## src/rtl/mmio_uart_pkg.sv

```systemverilog
// rtl/mmio_uart_pkg.sv - register offsets, STATUS bit positions and serialiser states
package mmio_uart_pkg;

   localparam logic [3:0] OFF_TXDATA = 4'h0;
   localparam logic [3:0] OFF_STATUS = 4'h4;
   localparam logic [3:0] OFF_BAUD   = 4'h8;

   localparam int ST_FULL    = 0;
   localparam int ST_EMPTY   = 1;
   localparam int ST_BUSY    = 2;
   localparam int ST_OVF     = 3;
   localparam int ST_CNT_LSB = 8;

   typedef enum logic [1:0] {IDLE, START, DATA, STOP} tx_state_t;

endpackage

```

## src/rtl/mmio_uart_tx_fifo.sv

```systemverilog
// rtl/mmio_uart_tx_fifo.sv - synchronous FIFO; a push while full is accepted only alongside a pop
module sync_fifo #(
   parameter int WIDTH = 8,
   parameter int DEPTH = 8
) (
   input  logic                     clk,
   input  logic                     rst_n,
   input  logic                     push,
   input  logic [WIDTH-1:0]         push_data,
   input  logic                     pop,
   output logic [WIDTH-1:0]         pop_data,
   output logic                     full,
   output logic                     empty,
   output logic [$clog2(DEPTH):0]   count
);

   localparam int AW = $clog2(DEPTH);

   logic [WIDTH-1:0] mem_q [DEPTH];
   logic [AW-1:0]    wr_ptr_q, wr_ptr_d;
   logic [AW-1:0]    rd_ptr_q, rd_ptr_d;
   logic [AW:0]      count_q, count_d;
   logic             do_push, do_pop;

   assign full     = (count_q == (AW+1)'(DEPTH));
   assign empty    = (count_q == '0);
   assign count    = count_q;
   assign pop_data = mem_q[rd_ptr_q];
   assign do_pop   = pop && !empty;
   assign do_push  = push && (!full || do_pop);

   always_comb begin
      wr_ptr_d = wr_ptr_q;
      rd_ptr_d = rd_ptr_q;
      count_d  = count_q;
      if (do_push) wr_ptr_d = wr_ptr_q + 1'b1;
      if (do_pop)  rd_ptr_d = rd_ptr_q + 1'b1;
      case ({do_push, do_pop})
         2'b10:   count_d = count_q + 1'b1;
         2'b01:   count_d = count_q - 1'b1;
         default: count_d = count_q;
      endcase
   end

   always_ff @(posedge clk or negedge rst_n) begin
      if (!rst_n) begin
         wr_ptr_q <= '0;
         rd_ptr_q <= '0;
         count_q  <= '0;
      end else begin
         wr_ptr_q <= wr_ptr_d;
         rd_ptr_q <= rd_ptr_d;
         count_q  <= count_d;
      end
   end

   // Storage needs no reset: the pointers alone define what is valid.
   always_ff @(posedge clk) begin
      if (do_push) mem_q[wr_ptr_q] <= push_data;
   end

endmodule

```

## src/rtl/mmio_uart_tx.sv

```systemverilog
// rtl/mmio_uart_tx.sv - memory-mapped transmit-only UART (8N1) with FIFO and programmable divider
module mmio_uart_tx
   import mmio_uart_pkg::*;
#(
   parameter logic [31:0] BASE_ADDR   = 32'h0000_1000,
   parameter int          FIFO_DEPTH  = 8,
   parameter logic [15:0] DEFAULT_DIV = 16'd433
) (
   input  logic        clk,
   input  logic        rst_n,
   input  logic [31:0] a,
   input  logic [31:0] wd,
   input  logic [3:0]  write_byte_enable,
   input  logic        we,
   output logic [31:0] rd,
   output logic        hit,
   output logic        tx
);

   localparam int CW = $clog2(FIFO_DEPTH) + 1;

   tx_state_t   state_q, state_d;
   logic [15:0] baud_div_q, baud_div_d;
   logic [15:0] baud_cnt_q, baud_cnt_d;
   logic [2:0]  bit_idx_q, bit_idx_d;
   logic [7:0]  shift_q, shift_d;
   logic        ovf_q, ovf_d;
   logic        tx_q, tx_d;

   logic          wr_txdata, fifo_pop, fifo_full, fifo_empty;
   logic [7:0]    fifo_data;
   logic [CW-1:0] fifo_count;
   logic [3:0]    off;
   logic          unused_ok;

   assign hit       = (a[31:4] == BASE_ADDR[31:4]);
   assign off       = a[3:0];
   assign wr_txdata = we && hit && (off == OFF_TXDATA) && write_byte_enable[0];
   assign tx        = tx_q;
   assign unused_ok = ^{wd[31:16], write_byte_enable[3:2]};

   sync_fifo #(.WIDTH(8), .DEPTH(FIFO_DEPTH)) u_fifo (
      .clk       (clk),
      .rst_n     (rst_n),
      .push      (wr_txdata),
      .push_data (wd[7:0]),
      .pop       (fifo_pop),
      .pop_data  (fifo_data),
      .full      (fifo_full),
      .empty     (fifo_empty),
      .count     (fifo_count)
   );

   always_comb begin
      rd = '0;
      if (hit) begin
         case (off)
            OFF_STATUS: begin
               rd[ST_FULL]             = fifo_full;
               rd[ST_EMPTY]            = fifo_empty;
               rd[ST_BUSY]             = (state_q != IDLE);
               rd[ST_OVF]              = ovf_q;
               rd[ST_CNT_LSB +: CW]    = fifo_count;
            end
            OFF_BAUD: rd[15:0] = baud_div_q;
            default:  rd = '0;
         endcase
      end
   end

   always_comb begin
      baud_div_d = baud_div_q;
      ovf_d      = ovf_q;
      if (we && hit && (off == OFF_BAUD)) begin
         if (write_byte_enable[0]) baud_div_d[7:0]  = wd[7:0];
         if (write_byte_enable[1]) baud_div_d[15:8] = wd[15:8];
      end
      if (we && hit && (off == OFF_STATUS) && write_byte_enable[0] && wd[ST_OVF])
         ovf_d = 1'b0;
      if (wr_txdata && fifo_full && !fifo_pop)
         ovf_d = 1'b1;
   end

   always_comb begin
      state_d    = state_q;
      baud_cnt_d = baud_cnt_q;
      bit_idx_d  = bit_idx_q;
      shift_d    = shift_q;
      fifo_pop   = 1'b0;
      case (state_q)
         IDLE: begin
            if (!fifo_empty) begin
               fifo_pop   = 1'b1;
               shift_d    = fifo_data;
               baud_cnt_d = baud_div_q;
               state_d    = START;
            end
         end
         START: begin
            if (baud_cnt_q == '0) begin
               baud_cnt_d = baud_div_q;
               bit_idx_d  = '0;
               state_d    = DATA;
            end else begin
               baud_cnt_d = baud_cnt_q - 1'b1;
            end
         end
         DATA: begin
            if (baud_cnt_q == '0) begin
               baud_cnt_d = baud_div_q;
               shift_d    = {1'b0, shift_q[7:1]};
               bit_idx_d  = bit_idx_q + 1'b1;
               if (bit_idx_q == 3'd7) state_d = STOP;
            end else begin
               baud_cnt_d = baud_cnt_q - 1'b1;
            end
         end
         STOP: begin
            if (baud_cnt_q == '0) begin
               if (!fifo_empty) begin
                  fifo_pop   = 1'b1;
                  shift_d    = fifo_data;
                  baud_cnt_d = baud_div_q;
                  state_d    = START;
               end else begin
                  state_d = IDLE;
               end
            end else begin
               baud_cnt_d = baud_cnt_q - 1'b1;
            end
         end
         default: state_d = IDLE;
      endcase
      // tx is registered from the upcoming state so the line changes on the transition edge
      case (state_d)
         START:   tx_d = 1'b0;
         DATA:    tx_d = shift_d[0];
         default: tx_d = 1'b1;
      endcase
   end

   always_ff @(posedge clk or negedge rst_n) begin
      if (!rst_n) begin
         state_q    <= IDLE;
         baud_div_q <= DEFAULT_DIV;
         baud_cnt_q <= '0;
         bit_idx_q  <= '0;
         shift_q    <= '0;
         ovf_q      <= 1'b0;
         tx_q       <= 1'b1;
      end else begin
         state_q    <= state_d;
         baud_div_q <= baud_div_d;
         baud_cnt_q <= baud_cnt_d;
         bit_idx_q  <= bit_idx_d;
         shift_q    <= shift_d;
         ovf_q      <= ovf_d;
         tx_q       <= tx_d;
      end
   end

endmodule

```

## config.mk

```make
export PLATFORM = sky130hd
export DESIGN_NAME = mmio_uart_tx
export DESIGN_NICKNAME = d
export VERILOG_FILES = /design/src/rtl/mmio_uart_pkg.sv /design/src/rtl/mmio_uart_tx_fifo.sv /design/src/rtl/mmio_uart_tx.sv
export SDC_FILE = /design/constraint.sdc
export NUM_CORES = 1
export LEC_CHECK = 0
export CORE_ASPECT_RATIO = 1.5
export CORE_MARGIN = 2
export CORE_UTILIZATION = 49
export DETAILED_ROUTE_END_ITERATION = 8
export PLACE_DENSITY_LB_ADDON = 0.25
export SLEW_MARGIN = 20
export SYNTH_ARGS = -nofsm -noshare
export SYNTH_HDL_FRONTEND = slang
export SYNTH_SLANG_ARGS = --single-unit
```

## constraint.sdc

```tcl
create_clock -name clk -period 4.6 [get_ports clk]
set_clock_uncertainty 0.1 [all_clocks]
set_input_delay 0.92 -clock clk [delete_from_list [all_inputs] [get_ports clk]]
set_output_delay 0.92 -clock clk [all_outputs]
set_load 0.01 [all_outputs]
```

## After elaboration in Yosys (flattened, before gate mapping)

Memory sizes are Yosys's and may differ from the RTL's.
Index checks and enable logic that the tools add are counted.

| cells by class | value |
|---|---|
| eq/ne operators | 15 |
| add/sub/neg operators | 6 |
| reductions and logical operators | 29 |
| mux-type cells | 32 |

Operator list:

| kind | count |
|---|---|
| 2-to-1 mux 16 bit | 4 |
| case mux 16 bit (3 select lines) | 1 |
| == test 28 x 9 -> 1 bit (second input constant) | 1 |
| 2-to-1 mux 8 bit | 3 |
| case mux 4 bit (2 select lines) | 3 |
| case mux 8 bit (3 select lines) | 1 |
| logical NOT 16 bit | 1 |
| subtractor 16 x 1 -> 16 bit (second input constant) | 1 |
| logical AND 1 bit | 11 |
| 2-to-1 mux 2 bit | 5 |
| adder 3 x 1 -> 3 bit (second input constant) | 3 |
| == test 2 bit (second input constant) | 4 |
| == test 4 bit (second input constant) | 2 |
| logical NOT 4 bit | 2 |
| 2-to-1 mux 4 bit | 2 |
| case mux 2 bit (4 select lines) | 1 |
| nonzero test 2 bit | 4 |
| 2-to-1 mux 1 bit | 7 |
| == test 2 x 1 -> 1 bit (second input constant) | 3 |
| 2-to-1 mux 3 bit | 2 |
| inequality test 2 bit (second input constant) | 3 |
| case mux 3 bit (2 select lines) | 1 |
| AND reduction 3 bit | 2 |
| adder 4 x 1 -> 4 bit (second input constant) | 1 |
| other kinds (10) | 14 |

| storage, ports and cells | value |
|---|---|
| memories kept | 1 |
| bits in registers | 57 |
| RAM bits | 64 |
| word-level logic and storage cells | 95 |

Memories:

| memory | depth | bits a word | rd ports | clocked after memory_dff | write ports | line | RTL |
|---|---|---|---|---|---|---|---|
| u_fifo.mem_q | 8 | 8 | 1 | 0 | 1 | mmio_uart_tx_fifo.sv:19 | `logic [WIDTH-1:0] mem_q [DEPTH];` |

## Depth between registers and ports, before layout

Gate-level depths: netlist (run 1).

| logic depth | value |
|---|---|
| depth in word-level cells | 9 |
| depth in mapped cells | 13 |

## Hierarchy

From an unflattened synthesis (run 1), not the netlist that was laid out.

| unflattened totals | value |
|---|---|
| cell total of the unflattened synthesis | 476 |
| area total of the unflattened synthesis | 6397.4 um^2 |

Modules (own cells, without submodules):

| module | seq. area each (um^2) | cells an instance | area an instance (um^2) | times used |
|---|---|---|---|---|
| mmio_uart_tx | 1183.6 | 317 | 3241.9 | 1 |
| sync_fifo | 2172.1 | 159 | 3155.5 | 1 |

## Worst setup path after synthesis (run 1)

OpenSTA, ideal clock, no wires.

| timing path | value |
|---|---|
| path kind | register -> register |
| start point | reg state_q[1] |
| end point | reg u_fifo.count_q[2] (netlist: u_fifo.count[2]) |
| required time | 4370 ps |
| cell stages (with the launch flop) | 14 |
| path buffers | 1 |
| library setup time | 130 ps |
| clock period less this slack | 3205 ps |
| arrival time | 2974 ps |
| slack | 1395 ps |
| cell sequence | dfrtp_1 ha_1 clkbuf_1 nor4b_1 a41oi_1 o211ai_1 nand2_1 ha_1 xor2_1 ha_1 a21oi_1 xor2_1 nor2_1 xor2_1 |

| between the ends | value |
|---|---|
| word-level cells in the longest chain between the ends | 7 |
| elaborated cells between the ends (all ways) | 10 |
| classes of those cells | eq/ne (3); mux (2); reduce/logical (5) |

Ends and longest elaborated chain:

| what | line | RTL |
|---|---|---|
| start, declared | mmio_uart_tx.sv:22 | `tx_state_t state_q, state_d;` |
| start signal, assigned | mmio_uart_tx.sv:152 | `state_q <= state_d;` |
| == test 2 bit / logical NOT 2 bit (equally long branches) | mmio_uart_tx.sv:90 | `case (state_q)` |
| case mux 1 bit (2 select lines) * | mmio_uart_tx.sv:90 |  |
| logical AND 1 bit * | mmio_uart_tx_fifo.sv:29 | `assign do_pop = pop && !empty;` |
| logical OR 1 bit | mmio_uart_tx_fifo.sv:30 | `assign do_push = push && (!full \|\| do_pop);` |
| logical AND 1 bit | mmio_uart_tx_fifo.sv:30 |  |
| == test 2 x 1 -> 1 bit / == test 2 bit (equally long branches) | mmio_uart_tx_fifo.sv:38 | `case ({do_push, do_pop})` |
| case mux 4 bit (2 select lines) / nonzero test 2 bit (equally long branches) | n/a |  |
| end signal, assigned | mmio_uart_tx_fifo.sv:53 | `count_q <= count_d;` |
| end, declared | mmio_uart_tx_fifo.sv:22 | `logic [AW:0] count_q, count_d;` |

Mark *: on every way between the ends. The rest lies on a longest branch, timed or not.
A chain may end at the register's enable or synchronous reset.

## Worst setup path after layout (run 1)

| timing path | value |
|---|---|
| start point | in a[13] |
| end point | out rd[4] |

| between the ends | value |
|---|---|
| word-level cells in the longest chain between the ends | 2 |

Ends and longest elaborated chain:

| what | line | RTL |
|---|---|---|
| start, declared | mmio_uart_tx.sv:11 | `input logic [31:0] a,` |
| == test 28 x 9 -> 1 bit | mmio_uart_tx.sv:36 | `assign hit = (a[31:4] == BASE_ADDR[31:4]);` |
| 2-to-1 mux 16 bit | mmio_uart_tx.sv:56 | `if (hit) begin` |
| end, declared | mmio_uart_tx.sv:15 | `output logic [31:0] rd,` |

Every way passes these cells.

==> qor.txt, run 1 <==
core area - 0.01245 mm^2
Critical Path End Type - output port
peak supply drop - 0.0003136 V
DR WL/cell - 19.24 um
shortest period the worst path allows - 4123 ps
CTS Sinks - 121
Clock Power Share - 0.511
Ys Warns - 0
Worst EP required - 3580 ps
mapped cell area - 0.006228 mm^2
Hold Path Origin - bit_idx_q[2]$_DFFE_PN0P_
GR Layer Usage met1 - 0.2623
routability cong. - 0.8646
vias per cell - 5.858
Post-synth EDFFs - 64
flop-to-flop setup slack - 900 ps
n_diodes - 0
R2R Path End - u_fifo.count[2]$_DFFE_PN0P_
fin crit share - 0.8962
layout cells sized above 1 - 0.1589
Die H - 142.1 um
CTS Hold Buffers Added - 0
Num CTS Buffers - 17
area of the multi-input gates - 0.002654 mm^2
setup TNS - 0 ps
Post-CTS Setup Bufs - 0
CP peak stage delay - 590 ps
final hold viol count - 0
Critical Path Fanout Max - 12
P&R area growth vs syn - 23.44%
vias in the first global route - 4444
Tot GR Track Use - 0.2284
status - completed
final number of max-transition violations - 0
Max clock buf depth - 2
Yosys top cell by area - edfxtp_1
most frequent cells in the layout - clkdlybuf4s50_1 (69), edfxtp_1 (64), dfrtp_1 (50)
TritonCTS clock tree - yes
Post-Syn Instances - 513
Nets - 675
CTS root buf - clkbuf_16
Pint - 2.044 mW
Layout fillers - 966
reg2reg start - baud_cnt_q[0]$_DFF_PN0_
Netlist cell types - 60
vias - 4452
sequential area share after synthesis - 0.5388
Hold EP - bit_idx_q[2]$_DFFE_PN0P_
Inst Count DP - 728
met3 Track Usage GR - 0.05350
effective utilization at floorplan - 0.5003
sw frac - 0.2294
antenna-violating nets left - 0
critical path, cell by cell - clkdlybuf4s50_1, nor4b_1, nand4_1, or2_2, nor3_1, clkdlybuf4s50_1
Max Freq - 0.2426 GHz
Comb pwr share - 0.040
Ports - 105
DRC - 0
gr ovfl total - 0
register area - 0.003357 mm^2
most used cell along the critical path - clkdlybuf4s50_1
Hold Crit Depth - 2
Critical Path Start Type - input pin
first-pass GRT wire length - 23030 um
Slew headroom - 0.3343
Post-synth ARST share - 0.4711
total power - 2.652 mW
Seq pwr share - 0.448
most common cell after layout, fill and taps aside - clkdlybuf4s50_1
Row Count - 50
Final Instance Count excl. Fillers - 760
Static Leak - 2.951 nW
Reg clk slew, reported paths - 60 ps
H-tree lvl count - 4
Max Cap Viol - 0
Horiz. Die Dim - 96.06 um
HP Class - reg -> reg
CP Class - in -> out
pwr/cell area - 344.9 mW/mm^2
worst-skew pair later-pin latency - 420 ps
Post-DP HPWL - 10290 um
Reg2Reg Depth - 13
pin count of the biggest net entering global routing - 31
switching pwr - 0.6085 mW
Synth top area share - 0.3086
WL final - 14630 um
Port Buffer Count - 70
Final setup viols - 0
flops & latches, synth - 121
post_cts resized - 0
post-synthesis average cell area - 12.14 um^2
global routing's busiest layer - met2
crit-path leading delay family - simple AND/OR/NAND/NOR gates
Arr. time, crit path - 3100 ps
most area-consuming cells after synthesis - edfxtp_1 (31%), dfrtp_1 (20%), mux4_2 (5.8%)
ys flop type - edfxtp_1
Crit path buffers/inverters - 2
Iter 0 DRT Violations - 257
GR Util met2 - 0.3969
First-pass DRT Iterations - 5
Worst Max-Slew Pin Slew - 998.6 ps
Slowest-stage cell, CP - clkdlybuf4s50_1
Post-Route Utilization - 0.6176
unrepaired setup endpoints after global routing - false
DIE AREA - 0.01365 mm^2
initial antenna violation count - 0
[state kept, by name, indices dropped and copies added, names as in the netlist]
signal / flops
u_fifo.mem_q: 64
baud_cnt_q: 16
baud_div_q: 16
shift_q: 8
u_fifo.count: 4
bit_idx_q: 3
u_fifo.rd_ptr_q: 3
u_fifo.wr_ptr_q: 3
state_q: 2
ovf_q: 1
tx: 1
[stage by stage]
| stage | setup WS [ps] | cell area, um^2 | hold WS, ps |
|---|---|---|---|
| 2_1_floorplan | 1395 | 6285 | 342.8 |
| 3_3_place_gp | 529.3 | 7084 | 361.8 |
| 5_1_grt | 253.1 | 7689 | 407.0 |
| 6_report | 477.4 | 7689 | 383.0 |
| 4_1_cts | 486.8 | 7687 | 391.5 |
| 3_5_place_dp | 493.3 | 7084 | 377.7 |
[cells by family (layout without fill, tap and decap cells)]
family,Yosys count,in the layout,synth area share
AO/OA/AOI/OAI,96,96,0.1029
XOR/XNOR,21,21,0.02953
adder cells (fa/ha/maj),13,13,0.02612
buffers and inverters,57,133,0.04520
flip-flops,121,121,0.5388
multiplexers,56,56,0.1268
other,1,16,0.0006021
AND/OR/NAND/NOR,148,148,0.1302
[metal layers]
metal  wire length [um]  vias up
li1                   -     2072
met1               5595     2225
met2               7973      123
met3                555       32
met4                502        0
met5                  0        -
[worst max-delay path by stage]
stage	startpoint	endpoint	slack, ps	depth (start not counted)
finish	a[13]	rd[4]	480	6
global route	a[13]	rd[4]	250	6
CTS	a[13]	rd[4]	490	6
detailed placement	a[13]	rd[4]	490	6
global placement	a[13]	rd[4]	530	6
floorplan	state_q[1]$_DFF_PN0_	u_fifo.count[2]$_DFFE_PN0P_	1400	13
[Yosys cell counts (14+ instances only)]
cell type,number
nor3_1,19
clkbuf_1,22
dfrtp_1,51
mux4_2,16
a21oi_1,24
edfxtp_1,64
mux2i_1,19
a22oi_1,14
nor2_1,38
o21ai_1,14
buf_4,16
nand2_1,22
[power by group through the flow]
stage | clock (mW) | sequential (mW) | combinational, mW
2_1_floorplan | 0 | 1.20 | 0.0467
3_3_place_gp | 0 | 1.21 | 0.103
3_5_place_dp | 0 | 1.21 | 0.108
4_1_cts | 1.38 | 1.19 | 0.109
5_1_grt | 1.43 | 1.19 | 0.120
6_report | 1.36 | 1.19 | 0.107
[worst register-to-register path, cell delays in order (launching register included)]
cell,delay [ps]
dfrtp_1,370
inv_1,100
ha_1,220
nor4b_2,430
a41oi_1,390
o211ai_1,530
nand2_1,250
ha_1,320
xor2_1,170
ha_1,190
a21oi_1,150
xor2_1,160
nor2_1,70
xor2_1,140
[layout make-up]
type	instances	area share
sequential	121	0.4366
multi-input combinational	350	0.3452
tap	156	0.02539
timing repair buffer	88	0.1081
inverter	13	0.006347
clock buffer	17	0.05533
clock inverter	15	0.02311
Note: power is estimated with default switching activity, not from simulation.
==> run 2: changes to the inputs <==
--- a/config.mk
+++ b/config.mk
@@ -8,6 +8,7 @@
 export CORE_ASPECT_RATIO = 1.5
 export CORE_MARGIN = 2
 export CORE_UTILIZATION = 49
+export CTS_CLUSTER_SIZE = 8
 export DETAILED_ROUTE_END_ITERATION = 8
 export PLACE_DENSITY_LB_ADDON = 0.25
 export SLEW_MARGIN = 20
==> results of run 2 <==
Same layout as run 1: the final DEF is identical, and so are final timing and power.
==> run 3: changes to the inputs <==
--- a/config.mk
+++ b/config.mk
@@ -11,7 +11,8 @@
 export CTS_CLUSTER_SIZE = 8
 export DETAILED_ROUTE_END_ITERATION = 8
 export PLACE_DENSITY_LB_ADDON = 0.25
-export SLEW_MARGIN = 20
+export SKIP_CTS_REPAIR_TIMING = 1
+export SLEW_MARGIN = 10
 export SYNTH_ARGS = -nofsm -noshare
 export SYNTH_HDL_FRONTEND = slang
 export SYNTH_SLANG_ARGS = --single-unit
==> run 3 against run 2 <==
Non-clock buffer count stayed put. Worst setup slack barely moved. Power stayed put. Via count rose by 0.25%. Combinational power barely moved. Critical path type unchanged. Sequential cell count did not move. Register-to-register slack about the same.
==> qor.txt, run 3 (same netlist as run 1, synthesis figures left out) <==
Critical Path Fanout Max - 12
DR WL/cell - 19.30 um
Critical Path End Type - output port
initial antenna violation count - 0
Max clock buf depth - 2
setup TNS - 0 ps
Worst Max-Slew Pin Slew - 1039 ps
Max Cap Viol - 0
H-tree lvl count - 4
Iter 0 DRT Violations - 259
antenna-violating nets left - 0
crit-path leading delay family - simple AND/OR/NAND/NOR gates
unrepaired setup endpoints after global routing - false
R2R Path End - u_fifo.count[2]$_DFFE_PN0P_
CTS root buf - clkbuf_16
n_diodes - 0
DIE AREA - 0.01365 mm^2
critical path, cell by cell - clkdlybuf4s50_1, nor4b_1, nand4_1, or2_2, nor3_1, clkdlybuf4s50_1
switching pwr - 0.6084 mW
P&R area growth vs syn - 23.42%
Hold Path Origin - bit_idx_q[2]$_DFFE_PN0P_
pin count of the biggest net entering global routing - 31
most used cell along the critical path - clkdlybuf4s50_1
Layout fillers - 967
CP peak stage delay - 590 ps
final hold viol count - 0
Row Count - 50
Num CTS Buffers - 17
Slew headroom - 0.3074
flop-to-flop setup slack - 900 ps
Comb pwr share - 0.040
HP Class - reg -> reg
Critical Path Start Type - input pin
first-pass GRT wire length - 23030 um
peak supply drop - 0.0003138 V
final number of max-transition violations - 0
most frequent cells in the layout - clkdlybuf4s50_1 (69), edfxtp_1 (64), dfrtp_1 (51)
Hold Crit Depth - 2
pwr/cell area - 345.0 mW/mm^2
First-pass DRT Iterations - 5
gr ovfl total - 0
DRC - 0
Reg2Reg Depth - 13
vias per cell - 5.872
vias in the first global route - 4444
Final setup viols - 0
PnR worst setup slack - 477.4 ps
Inst Count DP - 728
most common cell after layout, fill and taps aside - clkdlybuf4s50_1
Tot GR Track Use - 0.2284
number of flip-flops in the largest register - 64
Static Leak - 2.953 nW
routability cong. - 0.8646
fin crit share - 0.8962
Die H - 142.1 um
Max Freq - 0.2426 GHz
CP Class - in -> out
reg2reg start - baud_cnt_q[0]$_DFF_PN0_
Ports - 105
Slowest-stage cell, CP - clkdlybuf4s50_1
WL final - 14670 um
Hold EP - bit_idx_q[2]$_DFFE_PN0P_
CTS Sinks - 121
Worst EP required - 3580 ps
Arr. time, crit path - 3100 ps
Seq pwr share - 0.448
vias - 4463
Horiz. Die Dim - 96.06 um
DP Worst Slack - 493.3 ps
Nets - 675
core area - 0.01245 mm^2
Crit path buffers/inverters - 2
worst-skew pair later-pin latency - 420 ps
Reg clk slew, reported paths - 60 ps
TritonCTS clock tree - yes
Final Instance Count excl. Fillers - 760
Port Buffer Count - 70
Post-DP HPWL - 10290 um
sw frac - 0.2294
Pint - 2.044 mW
largest register by flop count - u_fifo.mem_q
status - completed
WHS - 383.1 ps
shortest period the worst path allows - 4123 ps
Clock Power Share - 0.511
layout cells sized above 1 - 0.1573
biggest regs - u_fifo.mem_q x64, baud_cnt_q x16, baud_div_q x16
effective utilization at floorplan - 0.5003
==> run 3: cell counts in the layout (fill, tap and decap cells not counted) <==
No cell type changed its count.
==> run 3: worst max-delay path by stage <==
| stage | cells past startpoint | start | to |
|---|---|---|---|
| finish | 6 | a[13] | rd[4] |
| global route | 6 | a[13] | rd[4] |
| CTS | 6 | a[13] | rd[4] |
| detailed placement | 6 | a[13] | rd[4] |
| global placement | 6 | a[13] | rd[4] |
| floorplan | 13 | state_q[1]$_DFF_PN0_ | u_fifo.count[2]$_DFFE_PN0P_ |
==> run 3: area by class of cell <==
type	instances	area [um^2]	share of cell area
Inverter	13	48.80	0.006348
Clock buffer	17	425.4	0.05534
Clock inverter	15	177.7	0.02311
Timing Repair Buffer	88	830.8	0.1081
Tap cell	156	195.2	0.02539
Sequential cell	121	3356	0.4365
Multi-Input combinational cell	350	2654	0.3452
==> run 3: worst reg2reg max path: cells and delay by family (launching register included) <==
| family | cells | cell delay (ps) |
|---|---|---|
| buffers and inverters | 1 | 100 |
| AND/OR/NAND/NOR | 3 | 750 |
| AO/OA/AOI/OAI | 3 | 1070 |
| adder cells (fa/ha/maj) | 3 | 730 |
| XOR/XNOR | 3 | 470 |
| flip-flops | 1 | 370 |
==> run 3: power groups by stage <==
stage | Combinational [mW] | Sequential [mW] | Clock, mW
floorplan | 0.0467 | 1.20 | 0
global placement | 0.103 | 1.21 | 0
detailed placement | 0.108 | 1.21 | 0
CTS | 0.109 | 1.19 | 1.38
global route | 0.120 | 1.19 | 1.43
finish | 0.107 | 1.19 | 1.36
==> run 3: through the flow <==
stage | cell area (um^2) | total power, mW | utilization
finish | 7687 | 2.652 | 0.6175
global route | 7687 | 2.739 | 0.6175
CTS | 7687 | 2.674 | 0.6175
detailed placement | 7084 | 1.317 | 0.5690
global placement | 7084 | 1.309 | 0.5690
floorplan | 6285 | 1.249 | -
==> run 3: per-layer routing <==
metal,GRT usage,share of wire,vias up
li1,-,-,2070
met1,0.2623,0.38,2229
met2,0.3969,0.54,134
met3,0.05350,0.039,30
met4,0.1023,0.034,0
met5,0,0,-
